### src/rtl/pe_result_collector.sv
// ---------------------------------------------------------------------------
// pe_result_collector
//
// Drain stage of the 1D FP16 systolic array. A capture strobe snapshots all
// NUM_PE PE_out words into shadow registers in one cycle. Those words are then
// streamed out, PE0 first, one word per handshake. The PE chain is free to
// start the next computation as soon as the snapshot is taken.
//
// Optional feature (compile-time macro RESULT_RELU_EN):
//   defined   : words whose sign bit is set are stored as zero at capture.
//   undefined : words are stored and emitted bit-exact.
//
// Stream handshake: a word transfers on a rising edge where out_valid and
// out_ready are both high. While out_valid is high and no transfer happens,
// out_data, out_index and out_last stay stable. out_valid never depends on
// out_ready.
//
// Ports:
//   clk          : system clock, rising edge
//   reset        : asynchronous active-low reset
//   pe_out_bus   : NUM_PE words, PE i at [i*DATA_WIDTH +: DATA_WIDTH]
//   capture      : one-cycle strobe, pe_out_bus holds final results
//   out_ready    : downstream accepts the current word
//   clr_overflow : synchronous clear of the sticky overflow flag
//   out_data     : current result word (0 when not valid)
//   out_valid    : out_data / out_index / out_last are valid
//   out_index    : PE index of out_data (0 when not valid)
//   out_last     : valid word is from PE NUM_PE-1
//   busy         : high while draining
//   overflow     : sticky, a capture arrived mid-drain and was dropped
//   state_dbg    : current FSM state (0 = IDLE, 1 = DRAIN)
// ---------------------------------------------------------------------------
module pe_result_collector #(
  parameter int DATA_WIDTH = 16,
  parameter int NUM_PE     = 4,
  localparam int IDX_W     = (NUM_PE > 1) ? $clog2(NUM_PE) : 1
) (
  input  logic                         clk,
  input  logic                         reset,
  input  logic [NUM_PE*DATA_WIDTH-1:0] pe_out_bus,
  input  logic                         capture,
  input  logic                         out_ready,
  input  logic                         clr_overflow,
  output logic [DATA_WIDTH-1:0]        out_data,
  output logic                         out_valid,
  output logic [IDX_W-1:0]             out_index,
  output logic                         out_last,
  output logic                         busy,
  output logic                         overflow,
  output logic                         state_dbg
);

  typedef enum logic {
    IDLE  = 1'b0,
    DRAIN = 1'b1
  } state_t;

  localparam logic [IDX_W-1:0] LAST_IDX = IDX_W'(NUM_PE - 1);

  state_t                  state;
  state_t                  state_nxt;
  logic [DATA_WIDTH-1:0]   shadow [NUM_PE];
  logic [IDX_W-1:0]        idx;
  logic                    hs;
  logic                    at_last;
  logic                    load;
  logic                    drop;

  // Clamp applied while loading the shadow registers.
  function automatic logic [DATA_WIDTH-1:0] store_word(input logic [DATA_WIDTH-1:0] w);
`ifdef RESULT_RELU_EN
    return w[DATA_WIDTH-1] ? '0 : w;
`else
    return w;
`endif
  endfunction

  assign hs      = (state == DRAIN) && out_ready;
  assign at_last = (idx == LAST_IDX);
  // A capture is accepted when idle, or when it coincides with the final
  // handshake so the next batch follows without a bubble.
  assign load    = capture && ((state == IDLE) || (hs && at_last));
  assign drop    = capture && (state == DRAIN) && !(hs && at_last);

  // State register
  always_ff @(posedge clk or negedge reset) begin
    if (!reset) begin
      state <= IDLE;
    end else begin
      state <= state_nxt;
    end
  end

  // Next-state logic
  always_comb begin
    state_nxt = state;
    case (state)
      IDLE:    if (capture) state_nxt = DRAIN;
      DRAIN:   if (hs && at_last && !capture) state_nxt = IDLE;
      default: state_nxt = IDLE;
    endcase
  end

  // Shadow registers, drain index and sticky overflow
  always_ff @(posedge clk or negedge reset) begin
    if (!reset) begin
      for (int i = 0; i < NUM_PE; i++) shadow[i] <= '0;
      idx      <= '0;
      overflow <= 1'b0;
    end else begin
      if (load) begin
        for (int i = 0; i < NUM_PE; i++)
          shadow[i] <= store_word(pe_out_bus[i*DATA_WIDTH +: DATA_WIDTH]);
        idx <= '0;
      end else if (hs) begin
        idx <= at_last ? '0 : idx + IDX_W'(1);
      end
      // A dropped capture outranks a simultaneous clear.
      if (drop)              overflow <= 1'b1;
      else if (clr_overflow) overflow <= 1'b0;
    end
  end

  // Outputs, all derived from registered state
  always_comb begin
    out_valid = (state == DRAIN);
    busy      = (state == DRAIN);
    state_dbg = state;
    out_data  = out_valid ? shadow[idx] : '0;
    out_index = out_valid ? idx : '0;
    out_last  = out_valid && at_last;
  end

endmodule

### config.mk
export PLATFORM = sky130hd
export DESIGN_NAME = pe_result_collector
export DESIGN_NICKNAME = d
export VERILOG_FILES = /design/src/rtl/pe_result_collector.sv
export SDC_FILE = /design/constraint.sdc
export NUM_CORES = 1
export LEC_CHECK = 0
export BUFFER_PORTS_ARGS = -buffer_cell sky130_fd_sc_hd__buf_4
export CAP_MARGIN = 40
export CORE_MARGIN = 2
export CORE_UTILIZATION = 38
export DETAILED_ROUTE_END_ITERATION = 8
export SLEW_MARGIN = 5
export SYNTH_ARGS = -nofsm -noshare
export SYNTH_HDL_FRONTEND = slang
export SYNTH_SLANG_ARGS = --single-unit
### constraint.sdc
create_clock -name clk -period 2.49 [get_ports clk]
set_input_delay 0.498 -clock clk [delete_from_list [all_inputs] [get_ports clk]]
set_output_delay 0.498 -clock clk [all_outputs]
set_load 0.02 [all_outputs]
* Yosys cells after proc, flatten, opt, wreduce, memory -nomap -nowiden *
Index checks and enable logic that the tools add are counted.

word-level totals
  bits in registers = 68
  latch bits = 0
  RAM bits = 0
  memory bits (read-only) = 0
  output and inout port bits = 23
  word-level logic and storage cells = 37
  memories = 0

cells by class
  $add $sub $neg = 1
  $mul = 0
  div/mod/pow operators = 0
  magnitude comparators = 1
  eq/ne operators = 1
  shift-type cells = 0
  muxes and demuxes = 13
  bitwise logic cells = 2
  reduce and logical (&&, ||, !) cells = 12

operator list
  cell                 number
  $mux 16              3
  $bmux 16 s2          1
  $mux 2               4
  $logic_and 1x1->1    7
  $mux 1               4
  $reduce_bool 2->1    2
  $ge 3x3->1 const B   1
  $not 2->3            1
  $add 2x1->2 const B  1
  $eq 2x2->1 const B   1
  $logic_not 1->1      2
  $pmux 1 s2           1
  $logic_or 1x1->1     1
  $not 1->1            1

* Logic depth before layout (Yosys ltp) *
  word-level depth = 5
  mapped depth = 5
  depth with buffers taken out = 4

* Worst setup path before layout *
No wires, ideal clock.

  kind = register to output
  from = reg state, in the netlist busy
  to = out out_data[0]
  data arrival time = 1.556 ns
  data required time = 1.992 ns
  setup slack = 0.436 ns
  cell stages (with the launch flop) = 6
  buffers on the path = 3
  cells stage by stage = dfrtp_1 > buf_6 > or2b_1 > clkbuf_1 > buf_2 > o22ai_1

between the ends
  longest elaborated chain between the ends = 1

ends and longest elaborated chain
  element                 line  text
  from (decl)             60    state_t state;
  from (signal assigned)  90    state <= state_nxt;
  $mux 16                 129   out_data = out_valid ? shadow[idx] : '0;
  to (decl)               44    output logic [DATA_WIDTH-1:0] out_data,

No other way between the ends.

* Worst setup path in the final report *
  from = reg state, in the netlist busy
  to = out out_data[6]

The elaborated chain is that of the path after synthesis.

==> flow_metrics.py <==
metrics = {
    "timing": {
        "drv_slew": 0,
        "setup_slack_ps": 155.5,
        "hold_viol": 0,
        "finalCritPeriodShare": 0.9376,
        "rsz0062_at_grt": "no",
        "fin_skew_ps": 7.696,
        "hold_ws_ps": 101.7,
        "maxSlewHeadroom": 0.7195,
        "finalSetupViolCount": 0,
        "finalCriticalPeriod_ps": 2335,
        "max_freq_mhz": 428.4,
        "fin_tns_setup_ps": 0,
        "worst_pin_slew_ps": 420.7,
    },
    "yosys": {
        "synth_top_area_frac": 0.5017,
        "syn-num-nets": 286,
        "synth_cells": 216,
        "yosys_register_bits": 68,
        "synth.cell_area_sq_um": 3392,
        "synth_cell_types": 22,
        "synth_seq_area_share": 0.5017,
        "yosys_warnings": 0,
        "syn-mean-instance-area_sq_um": 15.70,
        "synth_top_cell_by_area": "dfrtp_1",
        "synthTopCellsByArea": "dfrtp_1, mux2_4, mux2i_1",
    },
    "critical_path": {
        "crit_buf_inv": 1,
        "path_class": "flop to output pin",
        "critPathCaptureType": "output pin",
        "start_kind": "flop",
        "path_max_fanout": 16,
        "crit_slowest_cell": "dfrtp_1",
        "path_cells": "or2b_2 -> o22ai_1 -> buf_4",
        "worstPathArrival_ps": 1840,
        "slowest_delay_ps": 540,
        "crit_family": "flip-flops",
        "worstPathRequired_ps": 1990,
    },
    "drt": {
        "antenna_left": 0,
        "wl_mm": 6.972,
        "num_vias": 2023,
        "avgRoutedWirePerCell_um": 16.60,
        "drt-initial-drc-count": 72,
        "vias_per_cell": 4.817,
        "firstDrtPassIters": 4,
        "drc_errors": 0,
    },
    "cells_and_area": {
        "fillerInstances": 797,
        "nets": 378,
        "drive_above_1_share": 0.5737,
        "areaGrowthSynthToFinish_pct": 26.85,
        "fin_util": 0.4958,
        "stdcell_count": 420,
        "multi_input_area_sq_um": 1504,
        "diodes": 0,
        "seqCellArea_sq_um": 1703,
    },
    "cts": {
        "clkTransAtPathRegs_ps": 70,
        "cts_root_buf": "clkbuf_8",
        "worstSkewPairLatency_ps": 330,
        "h-tree-depth": 3,
        "numCtsBuffers": 9,
        "clock_path_buffers": 2,
        "cts_sinks": 68,
        "ctsHoldBuffers": 0,
        "cts_tree": "done",
    },
    "run_status": {
        "status": "completed",
    },
    "floorplanning": {
        "fp-row-count": 34,
        "core_area_sq_um": 8678,
        "start_util": 0.3909,
        "io_pins": 92,
        "die_y_um": 98.48,
        "die_x_um": 98.48,
        "die_area_sq_um": 9698,
    },
    "pwr": {
        "vdd_ir_drop_max_v": 0.001023,
        "p_per_area_nw_per_um2": 1327,
        "p_leak_nw": 2.210,
    },
    "hold_path": {
        "min_path_type": "primary input to async pin",
    },
    "placement": {
        "port-buffer-count": 91,
        "dp.cells": 405,
        "hpwl_mm": 5.062,
        "dp_slack_ps": 442.2,
        "routabilityCongestion": 0.7347,
    },
    "grt": {
        "grt_start_max_net_pins": 38,
        "overflow": 0,
        "grt_use_total": 0.1475,
        "antenna_found_initial": 0,
        "grt_pass1_vias": 2175,
        "grt_pass1_wl_mm": 11.13,
    },
    "job": {
        "drv_cap": 0,
    },
}
[metrics by stage]
step / power (mW) / cell area, sq um
finish: 5.711 / 4303
global placement: 4.835 / 4095
detailed placement: 4.871 / 4115
CTS: 5.770 / 4299
global route: 6.053 / 4303
floorplan: 4.030 / 3392
[cell families after synthesis]
| family | Yosys count | share of synthesized area |
|---|---|---|
| compound gates | 22 | 0.04390 |
| fa+ha+maj | 1 | 0.003688 |
| buf+inv | 19 | 0.05607 |
| flops | 68 | 0.5017 |
| mux | 96 | 0.3733 |
| simple gates | 10 | 0.02139 |
[routing by layer]
metal	track usage	vias up	part of all wire
met5	0	-	0
met4	0.03161	0	0.0082
met3	0.05674	6	0.073
met2	0.2234	64	0.44
met1	0.2033	985	0.47
li1	-	968	-
[state kept, by name, indices dropped and copies added, names as in the netlist]
name      cells
shadow       64
idx           2
busy          1
overflow      1
[report_power, final]
part / internal, mW / switching [mW] / leakage (nW)
registers: 1.66 / 0.372 / 0.810
clock network: 0.485 / 0.386 / 0.0935
logic: 1.61 / 1.20 / 1.31
[Yosys cell counts (all sizes together)]
| cell type | number |
|---|---|
| dfrtp | 68 |
| or2b | 1 |
| clkbuf | 2 |
| nand2b | 2 |
| nand2 | 4 |
| a21bo | 1 |
| o22ai | 17 |
| or3b | 1 |
| a31oi | 1 |
| and2 | 2 |
| mux2 | 64 |
| mux2i | 32 |
| buf | 14 |
| a32o | 1 |
| ha | 1 |
| a21oi | 2 |
| inv | 3 |
[final cells by class]
class / count / share of cell area
Multi-Input combinational cell: 129 / 0.3495
Sequential cell: 68 / 0.3958
Tap cell: 108 / 0.03140
Inverter: 3 / 0.002617
Clock inverter: 2 / 0.008142
Clock buffer: 13 / 0.03460
Timing Repair Buffer: 97 / 0.1780
[cells in the final DEF, fill, tap and decap left out, drive strengths merged]
cell / Yosys / final
ha: 1 / 1
a21bo: 1 / 1
nand2: 4 / 4
nand2b: 2 / 2
clkinv: 0 / 1
or3b: 1 / 1
dfrtp: 68 / 68
clkbuf: 2 / 13
mux2: 64 / 64
a32o: 1 / 1
inv: 3 / 3
bufinv: 0 / 1
or2b: 1 / 1
a31oi: 1 / 1
o22ai: 17 / 17
mux2i: 32 / 32
a21oi: 2 / 2
buf: 14 / 97
and2: 2 / 2
[worst paths after layout]
check	slack, ps	depth (start not counted)	start	endpoint
setup / recovery	160	3	busy	out_data[6]
hold / removal	100	1	reset	shadow[51]
setup reg to reg	470	5	idx[1]	shadow[63]
hold reg to reg	510	1	shadow[18]	shadow[18]
max in group asynchronous	1850	2	reset	idx[1]
min in group clk	370	2	clr_overflow	overflow
[timing repair]
action / CTS / global route
setup buffers: 0 / 0
hold endpoints to repair: 0 / 0
gates resized for setup: 0 / 2
setup endpoints to repair: 0 / 14
Note: power is estimated with default switching activity, not from simulation.
